[config.mk]
export PLATFORM = sky130hd
export DESIGN_NAME = pll_reset_sequencer
export DESIGN_NICKNAME = d
export VERILOG_FILES = /design/src/rtl/pll_reset_sequencer.sv
export SDC_FILE = /design/constraint.sdc
export NUM_CORES = 1
export LEC_CHECK = 0
export BUFFER_PORTS_ARGS = -buffer_cell sky130_fd_sc_hd__clkbuf_2
export CELL_PAD_IN_SITES_DETAIL_PLACEMENT = 1
export CELL_PAD_IN_SITES_GLOBAL_PLACEMENT = 1
export CORE_UTILIZATION = 40
export DETAILED_ROUTE_END_ITERATION = 8
export GPL_TIMING_DRIVEN = 0
export PLACE_DENSITY_LB_ADDON = 0.1
export REMOVE_ABC_BUFFERS = 1
export SYNTH_ARGS = -nofsm -noshare
export SYNTH_HDL_FRONTEND = slang
export SYNTH_SLANG_ARGS = --single-unit
export TNS_END_PERCENT = 100
[constraint.sdc]
create_clock -name refclk -period 1.7 [get_ports refclk]
set_input_delay 0.17 -clock refclk [delete_from_list [all_inputs] [get_ports refclk]]
set_output_delay 0.17 -clock refclk [all_outputs]
set_load 0.03 [all_outputs]
[src/rtl/pll_reset_sequencer.sv]
// pll_reset_sequencer
// Brings up the system PLL and then releases the downstream clock-domain
// resets one at a time, bit 0 first. The whole sequence re-runs whenever
// the synchronized lock drops after the domains have started releasing.
//
// Build option: define PLL_SEQ_TIMEOUT_EN to build the WAIT_LOCK timeout,
// the retry counter and the terminal FAULT state. Without it the sequencer
// waits for lock indefinitely and retry_cnt / fault are constant zero.
module pll_reset_sequencer #(
    parameter int RST_CYCLES  = 16,
    parameter int LOCK_STABLE = 1024,
    parameter int NUM_DOMAINS = 4,
    parameter int STAGE_GAP   = 8,
    parameter int TIMEOUT     = 65536,
    parameter int MAX_RETRY   = 7
) (
    input  logic                   refclk,
    input  logic                   rst,
    input  logic                   pll_locked,
    output logic                   pll_rst,
    output logic [NUM_DOMAINS-1:0] rst_out,
    output logic                   ready,
    output logic [2:0]             retry_cnt,
    output logic                   fault
);

    // One counter serves every timed state, so size it for the longest wait.
    localparam int MAX_A = (RST_CYCLES > LOCK_STABLE) ? RST_CYCLES : LOCK_STABLE;
    localparam int MAX_B = (MAX_A > STAGE_GAP) ? MAX_A : STAGE_GAP;
`ifdef PLL_SEQ_TIMEOUT_EN
    localparam int CNT_MAX = (MAX_B > TIMEOUT) ? MAX_B : TIMEOUT;
`else
    localparam int CNT_MAX = MAX_B;
`endif
    localparam int CNT_W = (CNT_MAX > 1) ? $clog2(CNT_MAX) : 1;

    localparam logic [CNT_W-1:0]       CNT_ZERO    = CNT_W'(0);
    localparam logic [CNT_W-1:0]       CNT_ONE     = CNT_W'(1);
    localparam logic [CNT_W-1:0]       RST_LAST    = CNT_W'(RST_CYCLES - 1);
    localparam logic [CNT_W-1:0]       STABLE_LAST = CNT_W'(LOCK_STABLE - 1);
    localparam logic [CNT_W-1:0]       GAP_LAST    = CNT_W'(STAGE_GAP - 1);
    localparam logic [NUM_DOMAINS-1:0] DOM_ONES    = {NUM_DOMAINS{1'b1}};
    localparam logic [NUM_DOMAINS-1:0] DOM_ZERO    = {NUM_DOMAINS{1'b0}};

`ifdef PLL_SEQ_TIMEOUT_EN
    localparam logic [CNT_W-1:0] TIMEOUT_LAST = CNT_W'(TIMEOUT - 1);
    localparam logic [2:0]       RETRY_LAST   = 3'(MAX_RETRY);

    typedef enum logic [2:0] {
        PLL_RESET = 3'd0,
        WAIT_LOCK = 3'd1,
        STABLE    = 3'd2,
        RELEASE   = 3'd3,
        RUN       = 3'd4,
        FAULT     = 3'd5
    } state_t;
`else
    typedef enum logic [2:0] {
        PLL_RESET = 3'd0,
        WAIT_LOCK = 3'd1,
        STABLE    = 3'd2,
        RELEASE   = 3'd3,
        RUN       = 3'd4
    } state_t;
`endif

    state_t                   state_r;
    logic [CNT_W-1:0]         cnt_r;
    logic [1:0]               sync_r;
    logic                     locked_s;
    logic                     pll_rst_r;
    logic [NUM_DOMAINS-1:0]   rst_out_r;
    logic [NUM_DOMAINS-1:0]   rst_shift_s;
    logic                     ready_r;
`ifdef PLL_SEQ_TIMEOUT_EN
    logic [2:0]               retry_r;
    logic                     fault_r;
`endif

    // Next staged release pattern: one more low bit, filled from bit 0 upward.
    assign rst_shift_s = rst_out_r << 1'b1;
    assign locked_s    = sync_r[1];

    // Two-flop synchronizer bringing the asynchronous lock into refclk.
    always_ff @(posedge refclk or posedge rst) begin
        if (rst) begin
            sync_r <= 2'b00;
        end else begin
            sync_r <= {sync_r[0], pll_locked};
        end
    end

    // Sequencer FSM; every output is a register updated alongside the state.
    always_ff @(posedge refclk or posedge rst) begin
        if (rst) begin
            state_r   <= PLL_RESET;
            cnt_r     <= CNT_ZERO;
            pll_rst_r <= 1'b1;
            rst_out_r <= DOM_ONES;
            ready_r   <= 1'b0;
`ifdef PLL_SEQ_TIMEOUT_EN
            retry_r   <= 3'd0;
            fault_r   <= 1'b0;
`endif
        end else begin
            case (state_r)
                PLL_RESET: begin
                    rst_out_r <= DOM_ONES;
                    ready_r   <= 1'b0;
                    if (cnt_r == RST_LAST) begin
                        state_r   <= WAIT_LOCK;
                        cnt_r     <= CNT_ZERO;
                        pll_rst_r <= 1'b0;
                    end else begin
                        cnt_r     <= cnt_r + CNT_ONE;
                        pll_rst_r <= 1'b1;
                    end
                end
                WAIT_LOCK: begin
                    pll_rst_r <= 1'b0;
                    if (locked_s) begin
                        state_r <= STABLE;
                        cnt_r   <= CNT_ZERO;
`ifdef PLL_SEQ_TIMEOUT_EN
                    end else if (cnt_r == TIMEOUT_LAST) begin
                        cnt_r <= CNT_ZERO;
                        if (retry_r == RETRY_LAST) begin
                            state_r   <= FAULT;
                            pll_rst_r <= 1'b1;
                            fault_r   <= 1'b1;
                        end else begin
                            state_r   <= PLL_RESET;
                            pll_rst_r <= 1'b1;
                            retry_r   <= retry_r + 3'd1;
                        end
                    end else begin
                        cnt_r <= cnt_r + CNT_ONE;
                    end
`else
                    end else begin
                        // No timeout: the counter is idle while waiting.
                        cnt_r <= cnt_r;
                    end
`endif
                end
                STABLE: begin
                    if (!locked_s) begin
                        // Any dropout restarts both the stability and timeout counts.
                        state_r <= WAIT_LOCK;
                        cnt_r   <= CNT_ZERO;
                    end else if (cnt_r == STABLE_LAST) begin
                        cnt_r     <= CNT_ZERO;
                        rst_out_r <= rst_shift_s;
                        if (rst_shift_s == DOM_ZERO) begin
                            // Single domain: nothing left to stage.
                            state_r <= RUN;
                            ready_r <= 1'b1;
`ifdef PLL_SEQ_TIMEOUT_EN
                            retry_r <= 3'd0;
`endif
                        end else begin
                            state_r <= RELEASE;
                        end
                    end else begin
                        cnt_r <= cnt_r + CNT_ONE;
                    end
                end
                RELEASE: begin
                    if (!locked_s) begin
                        state_r   <= PLL_RESET;
                        cnt_r     <= CNT_ZERO;
                        pll_rst_r <= 1'b1;
                        rst_out_r <= DOM_ONES;
                        ready_r   <= 1'b0;
                    end else if (cnt_r == GAP_LAST) begin
                        cnt_r     <= CNT_ZERO;
                        rst_out_r <= rst_shift_s;
                        if (rst_shift_s == DOM_ZERO) begin
                            state_r <= RUN;
                            ready_r <= 1'b1;
`ifdef PLL_SEQ_TIMEOUT_EN
                            retry_r <= 3'd0;
`endif
                        end else begin
                            state_r <= RELEASE;
                        end
                    end else begin
                        cnt_r <= cnt_r + CNT_ONE;
                    end
                end
                RUN: begin
                    if (!locked_s) begin
                        state_r   <= PLL_RESET;
                        cnt_r     <= CNT_ZERO;
                        pll_rst_r <= 1'b1;
                        rst_out_r <= DOM_ONES;
                        ready_r   <= 1'b0;
                    end else begin
                        state_r <= RUN;
                    end
                end
`ifdef PLL_SEQ_TIMEOUT_EN
                FAULT: begin
                    // Terminal: only the asynchronous reset leaves this state.
                    pll_rst_r <= 1'b1;
                    rst_out_r <= DOM_ONES;
                    ready_r   <= 1'b0;
                    fault_r   <= 1'b1;
                end
`endif
                default: begin
                    state_r   <= PLL_RESET;
                    cnt_r     <= CNT_ZERO;
                    pll_rst_r <= 1'b1;
                    rst_out_r <= DOM_ONES;
                    ready_r   <= 1'b0;
                end
            endcase
        end
    end

    assign pll_rst = pll_rst_r;
    assign rst_out = rst_out_r;
    assign ready   = ready_r;
`ifdef PLL_SEQ_TIMEOUT_EN
    assign retry_cnt = retry_r;
    assign fault     = fault_r;
`else
    // TIMEOUT and MAX_RETRY have no effect here; they are folded into a
    // constant zero so both builds share one parameter list.
    assign retry_cnt = 3'd0;
    assign fault     = 1'b0 && (TIMEOUT > 0) && (MAX_RETRY >= 0);
`endif

endmodule

==> out/summary.txt <==
fin crit share - 109%
Critical Setup Path Class - reg -> reg
number of fill cells - 357
worst slew pin tran - 820 ps
CP required - 1950 ps
post-synthesis sequential area ratio - 41.4%
Total Wirelength - 3510 um
final hold vios - 16
Synth top area share - 31.2%
largest fanout on the critical path - 7
Longest Clk Path Bufs - 2
Avg Vias per Cell - 5.51
share of cells above drive strength 1 - 45.8%
Slowest-stage cell, CP - dfrtp_1
EDFF count, synth - 0
initial core utilization - 42.1%
WL per Instance - 16.7 um
fraction of registers with async set/reset - 100%
CTS tree - done
I/O Pins - 13
setup TNS - -1060 ps
clock slew at reported path FFs - 130 ps
end-of-flow core utilization - 55.0%
CP endpoint kind - register
Synth Flop Type - dfrtp_1
CTS buffer count - 3
diode count - 0
initial antenna violation count - 0
Setup Viol. Count Final - 13
first-pass GRT wire length - 5750 um
placed cell count - 179
RSZ-0062 raised after global routing - yes
Hold Crit Class - in -> async
Mapped Cells - 134
total iterations of the first detailed-routing run - 4
max_slew headroom - 45.3%
vias after detailed routing - 1158
routability-driven placement congestion ratio - 0.778
Critical path buffers and inverters - 0
Arr. time, crit path - 2100 ps
cell area power density - 1460 nW/um^2
synthesized cell area - 1280 um^2
synth top area cells - dfrtp_1, dfstp_2, a21o_1, buf_4, nand2b_1
initial DRC count - 48
Root Buffer - clkbuf_4
DIE AREA - 3440 um^2
FF+latch count, synth - 21
final slew viol count - 0
post-DP HPWL - 2000 um
die width - 58.7 um
clk_lat worst skew - 320 ps
status - finished, violations left
post-route minimum period - 1860 ps
placed inst area - 1320 um^2
total grt overflow - 0
Tot Pwr - 2.45 mW
largest net degree at the start of global routing - 22
Finished Layout Cells - 210
Design Area, Final - 1680 um^2
Leak - 0.725 nW
Ys Warns - 0
CTS sink cnt - 21
cells along the critical path - ha_4, nor4bb_4, and4bb_2, o31a_4, or3_1, o221ai_1
clk_skew - 2.59 ps
syn avg cell area - 9.59 um^2
violated checks - hold timing, setup timing
number of max-cap violations - 0
Antenna Violating Nets Remaining - 0
Worst setup SP type - register
CP top delay family - simple AND/OR/NAND/NOR gates
H-tree depth - 1
# port buffers - 8
Nets - 171
Die Y - 58.7 um
distinct cell type count after synthesis - 49
# rows - 20
residual DRC count - 0
VDD IR max - 901 uV
core area - 3050 um^2
leading area contributor after synthesis - dfrtp_1
Synth-to-Final Area Change - 30.7%
Final WS setup - -156 ps
slowest cell delay on critical path - 430 ps
hold slack final - -34.6 ps
highest clock rate - 539 MHz
GRT Resource Usage Total - 22.5%
vias in the first global route - 1148
## cells in the mapped netlist, types with 2 or more instances
| cell type | instances |
|---|---|
| nand4_1 | 2 |
| mux2_2 | 2 |
| nor3_1 | 4 |
| dfrtp_1 | 16 |
| dfstp_2 | 5 |
| a31oi_1 | 3 |
| nor4_2 | 2 |
| buf_2 | 2 |
| nor2_1 | 7 |
| buf_4 | 6 |
| o21a_1 | 2 |
| o31ai_1 | 2 |
| inv_1 | 4 |
| nor4_1 | 3 |
| nand2b_1 | 7 |
| xnor2_1 | 2 |
| o21ai_0 | 8 |
| a21oi_1 | 5 |
| a21o_1 | 8 |
| nand2_1 | 10 |
| nor3b_1 | 2 |
| nand3_1 | 4 |
| or3_1 | 2 |
## cells in the final DEF (no fill, tap or decap), types with 3 or more instances in the layout
| cell | Yosys | routed |
|---|---|---|
| a21o_1 | 8 | 8 |
| a21oi_1 | 5 | 5 |
| a31oi_1 | 3 | 3 |
| buf_4 | 6 | 25 |
| clkbuf_2 | 0 | 8 |
| clkbuf_4 | 0 | 3 |
| conb_1 | 1 | 4 |
| dfrtp_1 | 16 | 8 |
| dfrtp_2 | 0 | 8 |
| dfstp_2 | 5 | 5 |
| inv_1 | 4 | 4 |
| nand2_1 | 10 | 10 |
| nand2b_1 | 7 | 7 |
| nand3_1 | 4 | 3 |
| nor2_1 | 7 | 7 |
| nor3_1 | 4 | 4 |
| nor4_2 | 2 | 4 |
| o21ai_0 | 8 | 6 |
## repair_timing
item / CTS / global route
setup endpoints to repair: 18 / 18
pin swaps: 5 / 4
hold buffers: 1 / 0
hold endpoints to repair: 1 / 0
setup buffers: 18 / 8
resized for setup: 25 / 7
gates cloned: 1 / 0
## cell type report
class                   count  area (um^2)  share of cell area, %
well taps                  44         55.1                   3.28
inverters                   4         15.0                  0.894
clock buffers               3         22.5                   1.34
multi-input cells         103          802                   47.8
clock inverters             1         5.00                  0.298
repair buffers             34          238                   14.2
flip-flops and latches     21          542                   32.3
## state kept, by name, indices dropped and copies added (netlist names)
signal,flops
sync_r,2
state_r,3
rst_out,4
ready,1
pll_rst,1
cnt_r,10
## report_power, final
group / switching (mW) / internal [mW] / total, mW
sequential: 0.140 / 0.650 / 0.790
combinational: 0.722 / 0.670 / 1.39
clock: 0.175 / 0.0884 / 0.264
## worst register-to-register path: stages, from the launching register on
cell	delay, ps
dfrtp_1	430
ha_4	190
nor4bb_4	160
and4bb_2	280
o31a_4	330
or3_1	310
o221ai_1	70
## per-layer routing
layer,track usage [%],part of all wire [%]
met5,0,0
met3,3.52,3.8
met4,7.48,1.3
met1,31.4,47
met2,35.6,48
## stage by stage
step,hold slack (ps),setup WS [ps]
floorplan,143,-229
global placement,279,-348
detailed placement,283,-445
CTS,4.94,-137
global route,32.4,-239
finish,-34.6,-156
## path summary, 6_finish.rpt
check	startpoint	end	slack [ps]	cells past startpoint
max	cnt_r[0]	cnt_r[3]	-160	6
min	rst	cnt_r[9]	-30	2
max reg2reg	cnt_r[0]	cnt_r[3]	-160	6
min reg2reg	sync_r[0]	sync_r[1]	380	0
max in group asynchronous	rst	state_r[0]	1180	2
min in group refclk	sync_r[0]	sync_r[1]	380	0
## kinds of logic (layout without fill, tap and decap cells)
group,after synthesis,after routing,synth area share (%)
AO/OA/AOI/OAI,35,36,18.6
XOR/XNOR,3,3,2.05
adder cells (fa/ha/maj),1,1,0.974
buffers and inverters,14,42,6.62
flip-flops,21,21,41.4
multiplexers,4,4,3.41
other,1,4,0.292
AND/OR/NAND/NOR,55,55,26.7
Note: power is estimated with default switching activity, not from simulation.
